$ cat src/rtl/posit_mul_issue.sv
// Operand issue stage ahead of the combinational posit multiplier.
// A 2-entry FIFO decouples upstream ready from downstream ready. Each entry
// carries a zero/NaR classification so the multiplier can be bypassed.
module posit_mul_issue #(
  parameter int N  = 32,
  parameter int TW = 4,
  parameter int CW = 16
) (
  input  logic          clk,
  input  logic          rst_n,
  input  logic          flush,
  input  logic          s_valid,
  output logic          s_ready,
  input  logic [N-1:0]  s_in1,
  input  logic [N-1:0]  s_in2,
  input  logic [TW-1:0] s_tag,
  output logic          m_valid,
  input  logic          m_ready,
  output logic [N-1:0]  m_in1,
  output logic [N-1:0]  m_in2,
  output logic [TW-1:0] m_tag,
  output logic          m_special,
  output logic [N-1:0]  m_spec_res,
  output logic [CW-1:0] spec_cnt
);

  localparam logic [N-1:0] NAR = {1'b1, {(N-1){1'b0}}};

  // Either operand NaR or zero makes the product trivially known.
  function automatic logic pair_special(input logic [N-1:0] a, input logic [N-1:0] b);
    return (a == NAR) || (b == NAR) || (a == '0) || (b == '0);
  endfunction

  // NaR dominates zero; any other pair has no bypass result.
  function automatic logic [N-1:0] pair_result(input logic [N-1:0] a, input logic [N-1:0] b);
    return ((a == NAR) || (b == NAR)) ? NAR : '0;
  endfunction

  logic [1:0]    count_q, count_d;
  logic          wr_ptr_q, wr_ptr_d;
  logic          rd_ptr_q, rd_ptr_d;
  logic [N-1:0]  in1_q [2];
  logic [N-1:0]  in1_d [2];
  logic [N-1:0]  in2_q [2];
  logic [N-1:0]  in2_d [2];
  logic [TW-1:0] tag_q [2];
  logic [TW-1:0] tag_d [2];
  logic          spc_q [2];
  logic          spc_d [2];
  logic [N-1:0]  res_q [2];
  logic [N-1:0]  res_d [2];
  logic [CW-1:0] spec_cnt_q, spec_cnt_d;

  logic push;
  logic pop;
  logic push_spc;

  assign s_ready  = (count_q != 2'd2);
  assign m_valid  = (count_q != 2'd0);
  assign push     = s_valid & s_ready;
  assign pop      = m_valid & m_ready;
  assign push_spc = pair_special(s_in1, s_in2);

  assign m_in1      = m_valid ? in1_q[rd_ptr_q] : '0;
  assign m_in2      = m_valid ? in2_q[rd_ptr_q] : '0;
  assign m_tag      = m_valid ? tag_q[rd_ptr_q] : '0;
  assign m_special  = m_valid ? spc_q[rd_ptr_q] : 1'b0;
  assign m_spec_res = m_valid ? res_q[rd_ptr_q] : '0;
  assign spec_cnt   = spec_cnt_q;

  // Next-state: flush wins over push/pop; otherwise write at wr_ptr, read at rd_ptr.
  always_comb begin
    count_d    = count_q;
    wr_ptr_d   = wr_ptr_q;
    rd_ptr_d   = rd_ptr_q;
    in1_d      = in1_q;
    in2_d      = in2_q;
    tag_d      = tag_q;
    spc_d      = spc_q;
    res_d      = res_q;
    spec_cnt_d = spec_cnt_q;
    if (flush) begin
      count_d  = 2'd0;
      wr_ptr_d = 1'b0;
      rd_ptr_d = 1'b0;
    end else begin
      if (push) begin
        in1_d[wr_ptr_q] = s_in1;
        in2_d[wr_ptr_q] = s_in2;
        tag_d[wr_ptr_q] = s_tag;
        spc_d[wr_ptr_q] = push_spc;
        res_d[wr_ptr_q] = pair_result(s_in1, s_in2);
        wr_ptr_d        = ~wr_ptr_q;
        if (push_spc && (spec_cnt_q != {CW{1'b1}}))
          spec_cnt_d = spec_cnt_q + {{(CW-1){1'b0}}, 1'b1};
      end
      if (pop)
        rd_ptr_d = ~rd_ptr_q;
      case ({push, pop})
        2'b10:   count_d = count_q + 2'd1;
        2'b01:   count_d = count_q - 2'd1;
        default: count_d = count_q;
      endcase
    end
  end

  // State registers; async reset clears control, entries and the counter.
  always_ff @(posedge clk or negedge rst_n) begin
    if (!rst_n) begin
      count_q    <= 2'd0;
      wr_ptr_q   <= 1'b0;
      rd_ptr_q   <= 1'b0;
      spec_cnt_q <= '0;
      for (int i = 0; i < 2; i++) begin
        in1_q[i] <= '0;
        in2_q[i] <= '0;
        tag_q[i] <= '0;
        spc_q[i] <= 1'b0;
        res_q[i] <= '0;
      end
    end else begin
      count_q    <= count_d;
      wr_ptr_q   <= wr_ptr_d;
      rd_ptr_q   <= rd_ptr_d;
      spec_cnt_q <= spec_cnt_d;
      in1_q      <= in1_d;
      in2_q      <= in2_d;
      tag_q      <= tag_d;
      spc_q      <= spc_d;
      res_q      <= res_d;
    end
  end

endmodule

$ cat config.mk
export PLATFORM = sky130hd
export DESIGN_NAME = posit_mul_issue
export DESIGN_NICKNAME = d
export VERILOG_FILES = /design/src/rtl/posit_mul_issue.sv
export SDC_FILE = /design/constraint.sdc
export NUM_CORES = 1
export LEC_CHECK = 0
export BUFFER_PORTS_ARGS = -buffer_cell sky130_fd_sc_hd__clkbuf_2
export CAP_MARGIN = 30
export CORE_MARGIN = 2
export CORE_UTILIZATION = 55
export CTS_BUF_LIST = sky130_fd_sc_hd__clkbuf_8
export DETAILED_ROUTE_END_ITERATION = 12
export PLACE_DENSITY = 0.85
export SKIP_LAST_GASP = 1
export SLEW_MARGIN = 5
export SYNTH_ARGS = -nofsm -noshare
export SYNTH_HDL_FRONTEND = slang
export SYNTH_SLANG_ARGS = --single-unit
export TNS_END_PERCENT = 50
$ cat constraint.sdc
create_clock -name clk -period 2 [get_ports clk]
set_input_delay 0.2 -clock clk [delete_from_list [all_inputs] [get_ports clk]]
set_output_delay 0.2 -clock clk [all_outputs]
set_load 0.05 [all_outputs]
# After elaboration in Yosys (flattened, before gate mapping)
# Cells that the tools add are included.
# W data, S select, Z words.
# totals
regBits	222
elab_cells	84
out_inout_bits	119
inputBits	73
memories	0
latchBits	0
rom_bits	0
mem_bits_rw	0
# classes
eq_ne	6
div_mod_pow	0
n_lt_le_gt_ge	3
n_reduce_logical	13
muxes	38
n_mul	0
addsub	3
n_shift	0
n_bitwise	7
# ops
operator	n
$mux W32	14
$bwmux W64	3
$eq A32 B32 Y1 const B	2
$logic_not A32 Y1	2
$demux W32 S1	1
$mux W4	5
$add A16 B1 Y16 const B	1
$ne A16 B16 Y1 const B	1
$mux W1	9
$bwmux W8	1
$reduce_bool A2 Y1	3
$demux W4 S1	1
$ge A2 B2 Y1 const B	2
$not A1 Y2	2
$pmux W2 S2	1
$logic_or A1 B1 Y1	3
$not A1 Y1	3
$reduce_and A3 Y1	1
$reduce_bool A3 Y1	1
$add A2 B1 Y2 const B	1
$and A1 B1 Y1	2
$bwmux W2	1
$eq A2 B1 Y1 const B	1
$eq A2 B2 Y1 const B	1
other kinds (7)	8

# Depth between registers and ports, before layout
# Gate-level depths: netlist (run 1).
# logic_depth
depth_word	6
ltp_mapped	8
ltp_nobuf	7

# Least setup slack after synthesis (run 1)
# OpenSTA, ideal clock, no wires.
# synth_timing
path_kind	flip-flop to flip-flop
startpoint	register spec_cnt_q[0] (netlist: spec_cnt[0])
endpoint	register spec_cnt_q[6] (netlist: spec_cnt[6])
slack_ns	-0.159
stages_incl_launch_ff	9
setup_ns	0.146
arrival_ns	2.013
period_less_slack_ns	2.159
path_buffers	1
t_required_ns	1.854
path_cell_list	dfrtp_1 > ha_1 > nand3_1 > nor3_1 > a31oi_1 > o21ai_2 > buf_6 > nor3_1 > xor2_1
# synth_via
elab_chain_len	3
elab_cells_between_ends	4
cone_classes	add/sub (1); eq/ne (1); reduce/logical (2)
# synth_lines
element	line	text
start: declaration	52	logic [CW-1:0] spec_cnt_q, spec_cnt_d;
start signal: assignment	125	spec_cnt_q <= spec_cnt_d;
branches (longest 3 deep; another with $add A16 B1 Y16)	-	
# Several ways; the timed one is not identified.
# A chain may end at the register's enable or synchronous reset.

# Worst setup path after layout (run 1)
# layout_timing
startpoint	register rd_ptr_q
endpoint	output m_in2[20]
# layout_via
elab_chain_len	5
# layout_lines
element	line	text
start: declaration	41	logic rd_ptr_q, rd_ptr_d;
start signal: assignment	124	rd_ptr_q <= rd_ptr_d;
$not A1 Y2 (implied by the code)	65	assign m_in2 = m_valid ? in2_q[rd_ptr_q] : '0;
$mux W32 (implied by the code) (3 in series)	65	
$mux W32	65	
end: declaration	20	output logic [N-1:0] m_in2,
# No other way between the ends. The select of a mux whose other input is x is not followed.

==> flow_summary_export.csv, run 1 <==
group,metric,value,unit
cells_and_area,multiInputGateArea,3373,um^2
clock_tree,numCtsBuffers,17,
power_and_ir_drop,total_power,0.009662,W
synthesis,avgSynthCellArea,12.43,um^2
die,ios,192,
sta,finalSetupViolCount,2,
sta,worst_pin_slew,0.5543,ns
place,hpwl,11.55,mm
sta,rsz0062_at_grt,"true",
synthesis,yosysSeqAreaShare,0.5308,
synthesis,synth_edf_count,0,
synthesis,synth_most_common_cell,"dfrtp_1",
clock_tree,cts_buffer_depth,2,
drt,dr_wl_met3,1.019,mm
global_routing,grt_max_degree,58,
synthesis,synth_area_leaders,"dfrtp_1 (53%), mux2_2 (20%), mux2i_1 (9.4%)",
sta,clock.fmax,489.8,MHz
cells_and_area,seqCellArea,4010,um^2
sta,fin_crit,2.042,ns
status,outcome,"finished with violations",
sta,hold_viol,0,
power_and_ir_drop,ir_drop,0.7576,mV
place,dp_cells,929,
drt,vias,5500,
sta,fin_worst_skew,0.008658,ns
synthesis,ys_async_sr_fraction,1.000,
sta,setup_ws,-0.04180,ns
die,die_w,121.1,um
global_routing,grt_antenna_before_repair,0,
synthesis,synthTopCellsByCount,"dfrtp_1 (160), mux2_2 (137), nor2_1 (88)",
clock_tree,tritoncts,"built",
cells_and_area,layoutNonFillerInstCount,1006,
die,num_rows,42,
cells_and_area,drive_above_1_share,0.4470,
drt,dr.pass1.iters,5,
status,violations,"setup timing",
clock_tree,clock_latency,0.45,ns
power_and_ir_drop,power.density,1009,nW/um^2
die,die_area,14670,um^2
sta,drv_slew,0,
drt,highest_layer,"met4",
worst_setup_path,cp_slowest_cell,"dfrtp_4",
synthesis,ys.flop_type,"dfrtp_1",
synthesis,syn_area,7543,um^2
drt,wl_met2,9.245,mm
worst_setup_path,crit_path_cell_trace,"buf_16 > mux2i_1 > nor2_1 > clkbuf_2",
drt,drtIter0Drc,330,
synthesis,netlist.area_leader.share,0.5308,
worst_setup_path,crit_type,"flop to output pin",
cells_and_area,fillCellCount,875,
drt,drcViolationCount,0,
sta,relSlewSlack,0.6305,
power_and_ir_drop,p_leak,4.383,nW
synthesis,synth.distinct_cells,32,
place,gp_congestion,0.8352,
global_routing,grt_pass1_wl,27.60,mm
global_routing,grt_pass1_vias,5625,
drt,ant_nets,0,
worst_setup_path,required,1.80,ns
cells_and_area,antenna_cells,0,
hold_path,hold_class,"primary input to flop",
drt,wl,18.03,mm
die,start_util,0.5674,
place,placed_area,8583,um^2
flow_run,cap_violations,0,
clock_tree,clk_pin_slew,0.08,ns
worst_setup_path,crit_path_start_kind,"flop",
synthesis,ys_warn_count,0,
sta,whs,0.03738,ns
place,io_buffers,160,
worst_setup_path,endpoint_kind,"output pin",
sta,fin_crit_sh,1.021,
global_routing,grt.overflow.total,0,
drt,post_drt_wl_per_cell,17.92,um
cells_and_area,final_area,9572,um^2
global_routing,grt_use_total,0.2442,
clock_tree,root_buffer,"clkbuf_8",
worst_setup_path,cp_max_fo,36,
drt,m1WireLength,7.409,mm
drt,viasPerCell,5.467,
synthesis,ys_ff_latch,160,
die,coreArea,13300,um^2
worst_setup_path,timing.critical_path.arrival,1.84,ns
worst_setup_path,slowest_delay,0.46,ns
synthesis,syn-instance-count,607,
sta,setup_tns,-0.04198,ns
clock_tree,htree_levels,4,
cells_and_area,fin_nets,891,
cells_and_area,syn2layout_area_growth,26.89,%
clock_tree,clkSinkCount,160,
die,die_y,121.1,um
synthesis,synth.largest_area_cell,"dfrtp_1",
flip-flops by register name (all words and copies together) (netlist names):
name      cells
res_q         2
spc_q         2
count_q       2
in2_q        64
rd_ptr_q      1
spec_cnt     16
in1_q        64
tag_q         8
wr_ptr_q      1
layer usage:
layer  GRT usage  vias up
met5           0        -
met1      0.2947     2793
met2      0.4284      195
met3     0.05921       29
li1            -     2483
met4     0.08140        0
critical path: cells and delay by family (launching register included):
family | cells | cell delay, ns
buffers and inverters | 2 | 0.48
flip-flops | 1 | 0.46
multiplexers | 1 | 0.32
AND/OR/NAND/NOR | 1 | 0.08
placed cells by master (no fill, tap or decap), types with 3 or more instances in the layout:
cell type,synthesis,final
inv_1,5,6
buf_12,0,9
nand4_1,7,7
nor4_2,0,7
nor4_1,16,8
clkinvlp_4,0,3
buf_4,31,11
xor2_1,13,13
clkinv_2,0,6
clkbuf_2,0,145
xnor2_1,4,4
mux2i_1,71,71
conb_1,1,31
nor3_1,8,7
clkbuf_8,0,20
mux2_2,137,137
nand2_1,10,9
dfrtp_1,160,157
dlygate4sd3_1,0,44
nor2_1,88,87
clkbuf_4,0,9
buf_6,1,3
nor2_4,0,4
a21oi_1,3,3
stage by stage:
| stage | worst slack, ns | util |
|---|---|---|
| floorplan | 0.003635 | - |
| global placement | 0.1105 | 0.6456 |
| detailed placement | 0.01039 | 0.6456 |
| CTS | -0.01424 | 0.7080 |
| global route | -0.09019 | 0.7199 |
| finish | -0.04180 | 0.7199 |
cell type report:
type                       count  area share
tap                          176     0.02301
sequential                   160      0.4190
multi-input combinational    411      0.3524
clock inverter                12     0.01216
clock buffer                  20     0.02876
inverter                       5    0.001961
timing repair buffer         222      0.1627
final timing paths:
kind / startpoint / end / slack [ns] / depth (start not counted)
worst min-delay path: s_in1[21] / in1_q[21] / 0.04 / 2
max in group asynchronous: rst_n / in2_q[24] / 1.03 / 3
worst max-delay path: rd_ptr_q / m_in2[20] / -0.04 / 4
worst max register to register: spec_cnt[0] / spec_cnt[1] / 0.06 / 7
min in group asynchronous: rst_n / in1_q[9] / 0.29 / 2
worst min register to register: in1_q[27] / in1_q[27] / 0.51 / 1
cells by family after synthesis:
| family | synth area share |
|---|---|
| buf+inv | 0.05274 |
| flops | 0.5308 |
| other cells | 0.0004971 |
| compound gates | 0.008128 |
| mux | 0.2987 |
| simple gates | 0.08774 |
| fa+ha+maj | 0.001658 |
| xor+xnor | 0.01974 |
repair_timing:
item / 4_1_cts / 5_1_grt
endpoints found under the setup margin: 7 / 60
gates resized for setup: 3 / 46
pin swaps: 0 / 5
endpoints found under the hold margin: 128 / 1
hold buffers: 43 / 1
setup buffers: 0 / 1
report_power, final:
group | leakage (nW) | internal, W | total, W | switching [W]
Clock | 0.201 | 0.00119 | 0.00232 | 0.00113
Sequential | 1.92 | 0.00404 | 0.00446 | 0.000424
Combinational | 2.26 | 0.00119 | 0.00288 | 0.00170
Total | 4.38 | 0.00641 | 0.00966 | 0.00325
Power figures use the tool's default switching activity.
==> inputs of run 2 (changes only) <==
--- a/config.mk
+++ b/config.mk
@@ -8,10 +8,10 @@
 export BUFFER_PORTS_ARGS = -buffer_cell sky130_fd_sc_hd__clkbuf_2
 export CAP_MARGIN = 30
 export CORE_MARGIN = 2
-export CORE_UTILIZATION = 55
-export CTS_BUF_LIST = sky130_fd_sc_hd__clkbuf_8
+export CORE_UTILIZATION = 53
+export CTS_BUF_LIST = sky130_fd_sc_hd__clkbuf_16
 export DETAILED_ROUTE_END_ITERATION = 12
-export PLACE_DENSITY = 0.85
+export PLACE_DENSITY = 0.83
 export SKIP_LAST_GASP = 1
 export SLEW_MARGIN = 5
 export SYNTH_ARGS = -nofsm -noshare
==> run 2 against run 1 <==
The flow now finishes without violations; routed wire length decreased by 8.3%; hold slack got worse by 0.015 ns; count of clock-buffer cells in the layout decreased by 3; register-to-register slack improved by 0.03 ns; cell count decreased by 3.3%; non-clock buffer count decreased by 36; clock skew decreased by 0.0028 ns; critical endpoint is now m_tag[0].
==> flow_summary_export.csv, run 2 (same netlist as run 1, synthesis figures left out) <==
group,metric,value,unit
place,placed_area,8611,um^2
place,io_buffers,160,
die,die_w,123.3,um
flow_run,cap_violations,0,
sta,fin_crit_sh,0.9835,
drt,wl,16.54,mm
clock_tree,htree_levels,4,
global_routing,grt_pass1_vias,5263,
cells_and_area,finish.utilization,0.6696,
cells_and_area,final_area,9294,um^2
sta,rsz0062_at_grt,"true",
clock_tree,tritoncts,"built",
drt,post_drt_wl_per_cell,17.00,um
global_routing,grt_antenna_before_repair,0,
cells_and_area,fillCellCount,962,
global_routing,busiest_layer,"met2",
power_and_ir_drop,power.density,1134,nW/um^2
clock_tree,clkSinkCount,160,
sta,setup_tns,0,ns
hold_path,hold_class,"primary input to flop",
drt,vias,5229,
worst_setup_path,cp_max_fo,6,
cells_and_area,most-common-layout-cells,"dfrtp_1 (157), clkbuf_2 (148), mux2_2 (137), nor2_1 (86), mux2i_1 (71)",
sta,drv_slew,0,
sta,whs,0.02219,ns
die,die_area,15200,um^2
status,outcome,"complete, no violations",
sta,relSlewSlack,0.5598,
power_and_ir_drop,ir_drop,0.7203,mV
drt,drtIter0Drc,174,
drt,drcViolationCount,0,
sta,fin_crit,1.967,ns
sta,worst_pin_slew,0.6602,ns
clock_tree,clock_latency,0.42,ns
clock_tree,root_buffer,"clkbuf_16",
global_routing,grtUsageMet3,0.06227,
cells_and_area,fin_nets,855,
cells_and_area,antenna_cells,0,
cells_and_area,final_common_cell,"dfrtp_1",
cells_and_area,syn2layout_area_growth,23.20,%
clock_tree,cts_buffer_depth,2,
sta,fin_worst_skew,0.005841,ns
global_routing,met2_usage,0.3678,
cells_and_area,drive_above_1_share,0.4578,
sta,clock.fmax,508.4,MHz
global_routing,gr-usage-met1,0.2894,
global_routing,grt.overflow.total,0,
global_routing,grt_max_degree,57,
clock_tree,numCtsBuffers,17,
drt,dr.pass1.iters,6,
worst_setup_path,timing.critical_path.arrival,1.77,ns
global_routing,grt_pass1_wl,26.14,mm
clock_tree,clk_pin_slew,0.06,ns
place,hpwl,11.34,mm
die,num_rows,43,
die,ios,192,
power_and_ir_drop,p_leak,4.321,nW
die,coreArea,13880,um^2
worst_setup_path,endpoint_kind,"output pin",
worst_setup_path,crit_path_start_kind,"flop",
sta,hold_viol,0,
drt,viasPerCell,5.374,
drt,ant_nets,0,
die,start_util,0.5434,
die,die_y,123.3,um
sta,finalSetupViolCount,0,
global_routing,grt_use_total,0.2231,
place,gp_congestion,0.7965,
worst_setup_path,required,1.80,ns
worst_setup_path,crit_type,"flop to output pin",
run 2: cell count changes in the layout (fill, tap and decap cells not counted), sizes merged:
cell         change
buf              +7
dlygate4sd3     -43
clkbuf           -3
clkinvlp         -2
bufinv           +2
clkinv           +2
run 2: repair_timing:
| item | in CTS | in global routing |
|---|---|---|
| hold buffers | 1 | 0 |
| setup endpoints to repair | 59 | 59 |
| endpoints found under the hold margin | 49 | 0 |
| gates resized for setup | 3 | 23 |
| buffers inserted | 2 | 3 |
| pin swaps | 0 | 1 |
run 2: layer usage:
| metal | routed length, um | up-vias |
|---|---|---|
| li1 | - | 2417 |
| met1 | 7235 | 2624 |
| met2 | 8023 | 171 |
| met3 | 1076 | 17 |
| met4 | 202 | 0 |
| met5 | 0 | - |
run 2: critical path: stages, from the launching register on:
cell and delay, ns:
dfrtp_4 0.56, buf_6 0.17, buf_4 0.15, mux2i_1 0.12
nor2_2 0.16, buf_6 0.18
run 2: where the power goes:
| group | internal [W] | total [W] | switching, W |
|---|---|---|---|
| Clock | 0.00206 | 0.00330 | 0.00124 |
| Combinational | 0.00113 | 0.00278 | 0.00165 |
| Sequential | 0.00404 | 0.00447 | 0.000421 |
| Total | 0.00723 | 0.0105 | 0.00331 |
run 2: worst paths after layout:
kind	start	end	slack [ns]	cells after the start
min in group asynchronous	rst_n	in1_q[49]	0.29	2
worst min-delay path	s_tag[2]	tag_q[6]	0.02	2
worst min register to register	spc_q[0]	spc_q[0]	0.48	2
worst max register to register	spec_cnt[0]	spec_cnt[14]	0.09	8
worst max-delay path	rd_ptr_q	m_tag[0]	0.03	5
max in group asynchronous	rst_n	in2_q[0]	1.01	3
run 2: final cells by class:
cell class | instances | area [um^2] | share of cell area
well taps | 180 | 225.2 | 0.02423
multi-input cells | 411 | 3277 | 0.3526
inverters | 5 | 18.77 | 0.002019
repair buffers | 186 | 1164 | 0.1252
flip-flops and latches | 160 | 4010 | 0.4315
clock inverters | 14 | 173.9 | 0.01871
clock buffers | 17 | 425.4 | 0.04577
run 2: through the flow:
step	power, W	setup WS (ns)	cells
after floorplan	0.006527	0.003635	637
after global placement	0.007089	0.06471	936
after detailed placement	0.007262	-0.005030	936
after CTS	0.01059	-0.02317	970
after global routing	0.01103	-0.04082	973
final	0.01054	0.03301	973
